File: src/rtl/ram_rd_stream_ctrl_pkg.sv
// Shared definitions for the RAM read/write stream controllers:
// FSM state encoding and the address-width helper.
package ram_rd_stream_ctrl_pkg;

  typedef enum logic [1:0] {
    ST_IDLE  = 2'd0,
    ST_RUN   = 2'd1,
    ST_DRAIN = 2'd2
  } rd_state_e;

  // Number of bits needed to hold 'value' (minimum 1).
  function automatic int ceil_log2(input int value);
    int unsigned v;
    int          bits;
    v    = value;
    bits = 0;
    while (v > 0) begin
      bits++;
      v = v >> 1;
    end
    return (bits == 0) ? 1 : bits;
  endfunction

endpackage

File: src/rtl/ram_rd_stream_ctrl_skid_fifo_2.sv
// Two-entry output FIFO. The head is always entry 0, so the head data is
// driven straight from a register and only changes on pop or push-into-empty.
module skid_fifo_2 #(
  parameter int DATA_BITS = 9
) (
  input  logic                 clk,
  input  logic                 rst_n,
  input  logic                 push,
  input  logic [DATA_BITS-1:0] push_data,
  input  logic                 pop,
  output logic                 full,
  output logic                 empty,
  output logic [DATA_BITS-1:0] head_data
);

  logic [DATA_BITS-1:0] head_q;
  logic [DATA_BITS-1:0] tail_q;
  logic [1:0]           count_q;

  always_ff @(posedge clk or negedge rst_n) begin
    if (!rst_n) begin
      head_q  <= '0;
      tail_q  <= '0;
      count_q <= '0;
    end else begin
      unique case ({push, pop})
        2'b10: begin
          if (count_q == 2'd0) head_q <= push_data;
          else                 tail_q <= push_data;
          count_q <= count_q + 2'd1;
        end
        2'b01: begin
          head_q  <= tail_q;
          count_q <= count_q - 2'd1;
        end
        2'b11: begin
          if (count_q == 2'd1) begin
            head_q <= push_data;
          end else begin
            head_q <= tail_q;
            tail_q <= push_data;
          end
        end
        default: ;
      endcase
    end
  end

  assign full      = (count_q == 2'd2);
  assign empty     = (count_q == 2'd0);
  assign head_data = head_q;

endmodule

File: src/rtl/ram_rd_stream_ctrl.sv
// Read-side RAM controller: walks a wrap-around address range, absorbs the
// RAM's one-cycle read latency and presents the words as a valid/ready stream.
module ram_rd_stream_ctrl
  import ram_rd_stream_ctrl_pkg::*;
#(
  parameter int  WORDS_COUNT   = 512,
  parameter int  WORDS_BITS    = 8,
  parameter int  ADDR_BITS     = 0,
  localparam int LOC_ADDR_BITS = (ADDR_BITS == 0) ? ceil_log2(WORDS_COUNT - 1) : ADDR_BITS
) (
  input  logic                     clk,
  input  logic                     rst_n,
  input  logic                     start,
  input  logic [LOC_ADDR_BITS-1:0] start_addr,
  input  logic [LOC_ADDR_BITS:0]   rd_count,
  output logic                     busy,
  output logic                     done,
  output logic [LOC_ADDR_BITS-1:0] ram_rd_addr,
  input  logic [WORDS_BITS-1:0]    ram_rd_dout,
  output logic [WORDS_BITS-1:0]    m_data,
  output logic                     m_valid,
  input  logic                     m_ready,
  output logic                     m_last
);

  localparam logic [LOC_ADDR_BITS-1:0] LAST_ADDR = LOC_ADDR_BITS'(WORDS_COUNT - 1);
  localparam logic [LOC_ADDR_BITS:0]   ONE_LEFT  = (LOC_ADDR_BITS + 1)'(1);

  rd_state_e                  state_q, state_d;
  logic [LOC_ADDR_BITS-1:0]   addr_q;
  logic [LOC_ADDR_BITS-1:0]   next_addr;
  logic [LOC_ADDR_BITS:0]     remain_q;
  logic                       inflight_q;
  logic                       inflight_last_q;
  logic                       zero_done_q;
  logic                       accept;
  logic                       issue;
  logic                       credit_ok;
  logic                       pop;
  logic                       last_pop;
  logic [1:0]                 occupancy;
  logic                       fifo_full;
  logic                       fifo_empty;
  logic [WORDS_BITS:0]        fifo_head;

  assign accept    = (state_q == ST_IDLE) && start && (rd_count != '0);
  assign pop       = m_valid && m_ready;
  assign last_pop  = pop && fifo_head[WORDS_BITS];
  assign occupancy = fifo_full ? 2'd2 : (fifo_empty ? 2'd0 : 2'd1);

  // occupancy + inflight - pop <= 1, rearranged to stay unsigned.
  assign credit_ok = ({1'b0, occupancy} + {2'b00, inflight_q}) <= (3'd1 + {2'b00, pop});
  assign issue     = (state_q == ST_RUN) && credit_ok;
  assign next_addr = (addr_q == LAST_ADDR) ? '0 : addr_q + LOC_ADDR_BITS'(1);

  always_comb begin
    state_d = state_q;
    unique case (state_q)
      ST_IDLE:  if (accept) state_d = ST_RUN;
      ST_RUN:   if (issue && (remain_q == ONE_LEFT)) state_d = ST_DRAIN;
      ST_DRAIN: if (last_pop) state_d = ST_IDLE;
      default:  state_d = ST_IDLE;
    endcase
  end

  always_ff @(posedge clk or negedge rst_n) begin
    if (!rst_n) begin
      state_q         <= ST_IDLE;
      addr_q          <= '0;
      remain_q        <= '0;
      inflight_q      <= 1'b0;
      inflight_last_q <= 1'b0;
      zero_done_q     <= 1'b0;
    end else begin
      state_q         <= state_d;
      inflight_q      <= issue;
      inflight_last_q <= issue && (remain_q == ONE_LEFT);
      zero_done_q     <= (state_q == ST_IDLE) && start && (rd_count == '0);
      if (accept) begin
        addr_q   <= start_addr;
        remain_q <= rd_count;
      end else if (issue) begin
        addr_q   <= next_addr;
        remain_q <= remain_q - ONE_LEFT;
      end
    end
  end

  skid_fifo_2 #(
    .DATA_BITS(WORDS_BITS + 1)
  ) u_out_fifo (
    .clk      (clk),
    .rst_n    (rst_n),
    .push     (inflight_q),
    .push_data({inflight_last_q, ram_rd_dout}),
    .pop      (pop),
    .full     (fifo_full),
    .empty    (fifo_empty),
    .head_data(fifo_head)
  );

  assign busy        = (state_q != ST_IDLE);
  assign done        = zero_done_q || last_pop;
  assign ram_rd_addr = addr_q;
  assign m_valid     = !fifo_empty;
  assign m_data      = fifo_head[WORDS_BITS-1:0];
  assign m_last      = fifo_head[WORDS_BITS] && !fifo_empty;

endmodule

File: config.mk
export PLATFORM = sky130hd
export DESIGN_NAME = ram_rd_stream_ctrl
export DESIGN_NICKNAME = d
export VERILOG_FILES = /design/src/rtl/ram_rd_stream_ctrl_pkg.sv /design/src/rtl/ram_rd_stream_ctrl_skid_fifo_2.sv /design/src/rtl/ram_rd_stream_ctrl.sv
export SDC_FILE = /design/constraint.sdc
export NUM_CORES = 1
export LEC_CHECK = 0
export ABC_CLOCK_PERIOD_IN_PS = 5300
export CAP_MARGIN = 20
export CORE_MARGIN = 5
export CORE_UTILIZATION = 30
export CTS_CLUSTER_SIZE = 30
export DETAILED_ROUTE_END_ITERATION = 10
export PLACE_DENSITY = 0.49
export RECOVER_POWER = 100
export SETUP_SLACK_MARGIN = 0.5
export SLEW_MARGIN = 10
export SYNTH_ARGS = -nofsm -noshare
export SYNTH_HDL_FRONTEND = slang
export SYNTH_SLANG_ARGS = --single-unit
File: constraint.sdc
create_clock -name clk -period 5.3 [get_ports clk]
set_input_delay 1.59 -clock clk [delete_from_list [all_inputs] [get_ports clk]]
set_output_delay 1.59 -clock clk [all_outputs]
set_load 0.005 [all_outputs]
==> flow_metrics.tcl <==
set metrics [dict create \
    avgSynthCellArea_um2 10.15 \
    drive_gt1_share_pct 10.17 \
    post_cts_resized 0 \
    crit_arrival_ns 2.98 \
    holdWs_ns 0.4765 \
    cts_made_buffers 5 \
    ys_seq_area_share_pct 43.05 \
    dpl-instance-area_um2 3083 \
    root_buffer "clkbuf_8" \
    synth-main-ff-cell "dfrtp_1" \
    finalCritPeriodShare_pct 86.31 \
    syn-instance-count 252 \
    cts_hold_repair.buffers 0 \
    fin_tns_setup_ns 0 \
    crit_type "input pin to output pin" \
    totalPowerFinal_w 0.001755 \
    vias_per_cell 5.038 \
    cts_post_setup_buffers_inserted 0 \
    drt_pass1_iterations 4 \
    maxCapViolations 1 \
    path_depth 3 \
    powerDensity_nw_per_um2 557.3 \
    r2r-start "u_out_fifo.count_q[0]$_DFFE_PN0P_" \
    core-area_um2 8258 \
    skew_ns 0.01135 \
    holdPathEnd "u_out_fifo.head_data[4]$_DFFE_PN0P_" \
    hold_path.startpoint "u_out_fifo.head_data[4]$_DFFE_PN0P_" \
    rr_endpoint "state_q[0]$_DFFE_PN0P_" \
    hp-class "register to register" \
    grt_pass1_vias 2029 \
    die_area_um2 10470 \
    die_x_um 102.3 \
    track_usage_pct 12.36 \
    rsz0062_at_grt "false" \
    ios 52 \
    path_common_cell "dlygate4sd3_1" \
    cp_cell_sequence "dlygate4sd3_1, a21o_1, dlygate4sd3_1" \
    period_minus_slack_ns 4.575 \
    drtIter0Drc 53 \
    synth_fp_nets 296 \
    rows 33 \
    status "finished, violations left" \
    drcViolationCount 0 \
    finalSetupViolations 0 \
    antenna_found_initial 0 \
    fin_area_um2 3149 \
    hpwlAfterDp_mm 4.365 \
    cp-end-kind "output pin" \
    ys_async_sr_fraction_pct 100.0 \
    synth_cell_type_count 66 \
    p_leak_nw 1.295 \
    hold_viol 0 \
    cpMaxStageDelayCell "dlygate4sd3_1" \
    multi_input_area_um2 1249 \
    syn_area_um2 2557 \
    worst_slew_pin_slew_ns 1.526 \
    area_delta_synth_final_pct 23.14 \
    critPathMaxFanout 7 \
    ff_latch_area_um2 1101 \
    synth_edf_count 0 \
    whs_path_depth 2 \
    routed_wl_mm 6.172 \
    cts_tree "built" \
    wl_per_cell_um 15.43 \
    clk_path_buf_depth 2 \
    violations "capacitance limit, slew limit" \
    clkTransAtPathRegs_ns 0.10 \
    ys_ff_latch 44 \
    startpoint_type "input pin" \
    portBuffers 51 \
    relSlewSlack_pct -1.718 \
    final_antenna_net_count 0 \
    vias 2015 \
    crit_buf_inv 2 \
    crit_family "buffers and inverters" \
    n_antenna_cell 0 \
    die_h_um 102.3 \
    nNetsFinal 338 \
    fmax_mhz 218.6 \
    max_stage_delay_ns 0.64 \
    initial_core_util_pct 30.97 \
    htree_levels 2 \
    crit_required_ns 3.71 \
    r2r_cells 10 \
    grt_max_degree 45 \
    grt.overflow.total 0 \
    clkSinkCount 44 \
    ir_drop_v 0.0001934 \
    slew_violations 29 \
    clk_latency_ns 0.30 \
    r2r_slack_ns 1.93 \
    nFillCells 859 \
    gp_congestion 0.7243 \
    ys_warn_count 0 \
    grt_pass1_wl_mm 10.23 \
]
cell usage after synthesis (3+ instances only):
library cell	count	area, um2
ha_1	12	150.1
nor2_1	19	71.32
mux2_2	9	101.4
nand3b_1	3	22.52
a221o_1	3	30.03
buf_4	9	67.56
inv_1	11	41.29
buf_2	5	25.02
xnor2_1	4	35.03
nand2_1	23	86.33
a22oi_1	10	75.07
a21oi_1	7	35.03
a31oi_1	9	56.30
nor3_1	3	15.01
o21ai_0	16	80.08
or2_2	3	18.77
nand3_1	3	15.01
dfrtp_1	44	1101
metrics by stage:
stage | util (%) | setup slack, ns | instances
after floorplan | - | 1.860 | 252
after CTS | 38.73 | 0.8677 | 399
after global routing | 38.14 | 0.5966 | 400
after global placement | 37.33 | 0.8448 | 391
after detailed placement | 37.33 | 0.7818 | 391
final | 38.14 | 0.7254 | 400
power by group:
group / leakage, nW / switching (W) / internal [W]
sequential: 0.535 / 0.000143 / 0.000490
clock: 0.0548 / 0.000126 / 0.000142
combinational: 0.705 / 0.000435 / 0.000419
total: 1.29 / 0.000703 / 0.00105
tightest hold or removal path: stages, from the launching register on:
cell and delay (ns):
dfrtp_1 0.35, nand2_1 0.04, o21ai_0 0.05
worst max path at each step:
| stage | from | end |
|---|---|---|
| 2_1_floorplan | m_ready | ram_rd_addr[6]$_DFFE_PN0P_ |
| 3_3_place_gp | m_ready | ram_rd_addr[6]$_DFFE_PN0P_ |
| 3_5_place_dp | m_ready | ram_rd_addr[6]$_DFFE_PN0P_ |
| 4_1_cts | m_ready | done |
| 5_1_grt | m_ready | remain_q[4]$_DFFE_PN0P_ |
| 6_report | m_ready | done |
logic make-up after synthesis:
kind of cell,share of synthesized area [%]
multiplexers,3.963
flip-flops,43.05
AO/OA/AOI/OAI,21.67
buffers and inverters,6.115
AND/OR/NAND/NOR,16.49
XOR/XNOR,2.055
adder cells (fa/ha/maj),6.653
routing by layer:
metal | vias up | GRT usage [%] | share of wire [%] | routed length [um]
met5 | - | 0 | 0 | 0
met4 | 0 | 3.330 | 1.1 | 65
met3 | 6 | 3.208 | 4.7 | 289
met2 | 50 | 19.49 | 46 | 2814
met1 | 969 | 16.87 | 49 | 3003
li1 | 990 | - | - | -
cell usage in the layout, fill, tap and decap left out, types with 3 or more instances in the layout:
cell type / Yosys / final
a21oi_1: 7 / 8
a221o_1: 3 / 3
a22oi_1: 10 / 10
a31oi_1: 9 / 9
clkbuf_8: 0 / 5
clkdlybuf4s50_1: 0 / 27
dfrtp_1: 44 / 44
dlygate4sd3_1: 0 / 23
ha_1: 12 / 12
inv_1: 11 / 12
mux2_2: 9 / 9
nand2_1: 23 / 23
nand3_1: 3 / 3
nand3b_1: 3 / 3
nor2_1: 19 / 20
nor3_1: 3 / 3
nor4_1: 2 / 3
o211ai_1: 2 / 3
o21ai_0: 16 / 18
or2_2: 3 / 3
xnor2_1: 4 / 4
registers in the layout (all words and copies together) (netlist names):
name and cells:
inflight_last_q 1, inflight_q 1, ram_rd_addr 9, remain_q 10, state_q 2, u_out_fifo.count_q 2, u_out_fifo.head_data 9, u_out_fifo.tail_q 9
zero_done_q 1
area by class of cell:
type	instances	area share (%)
multi-input cells	179	39.65
flip-flops and latches	44	34.96
repair buffers	52	16.13
well taps	105	4.172
clock buffers	5	2.185
clock inverters	3	1.470
inverters	12	1.430
(Power assumes the default switching activity.)
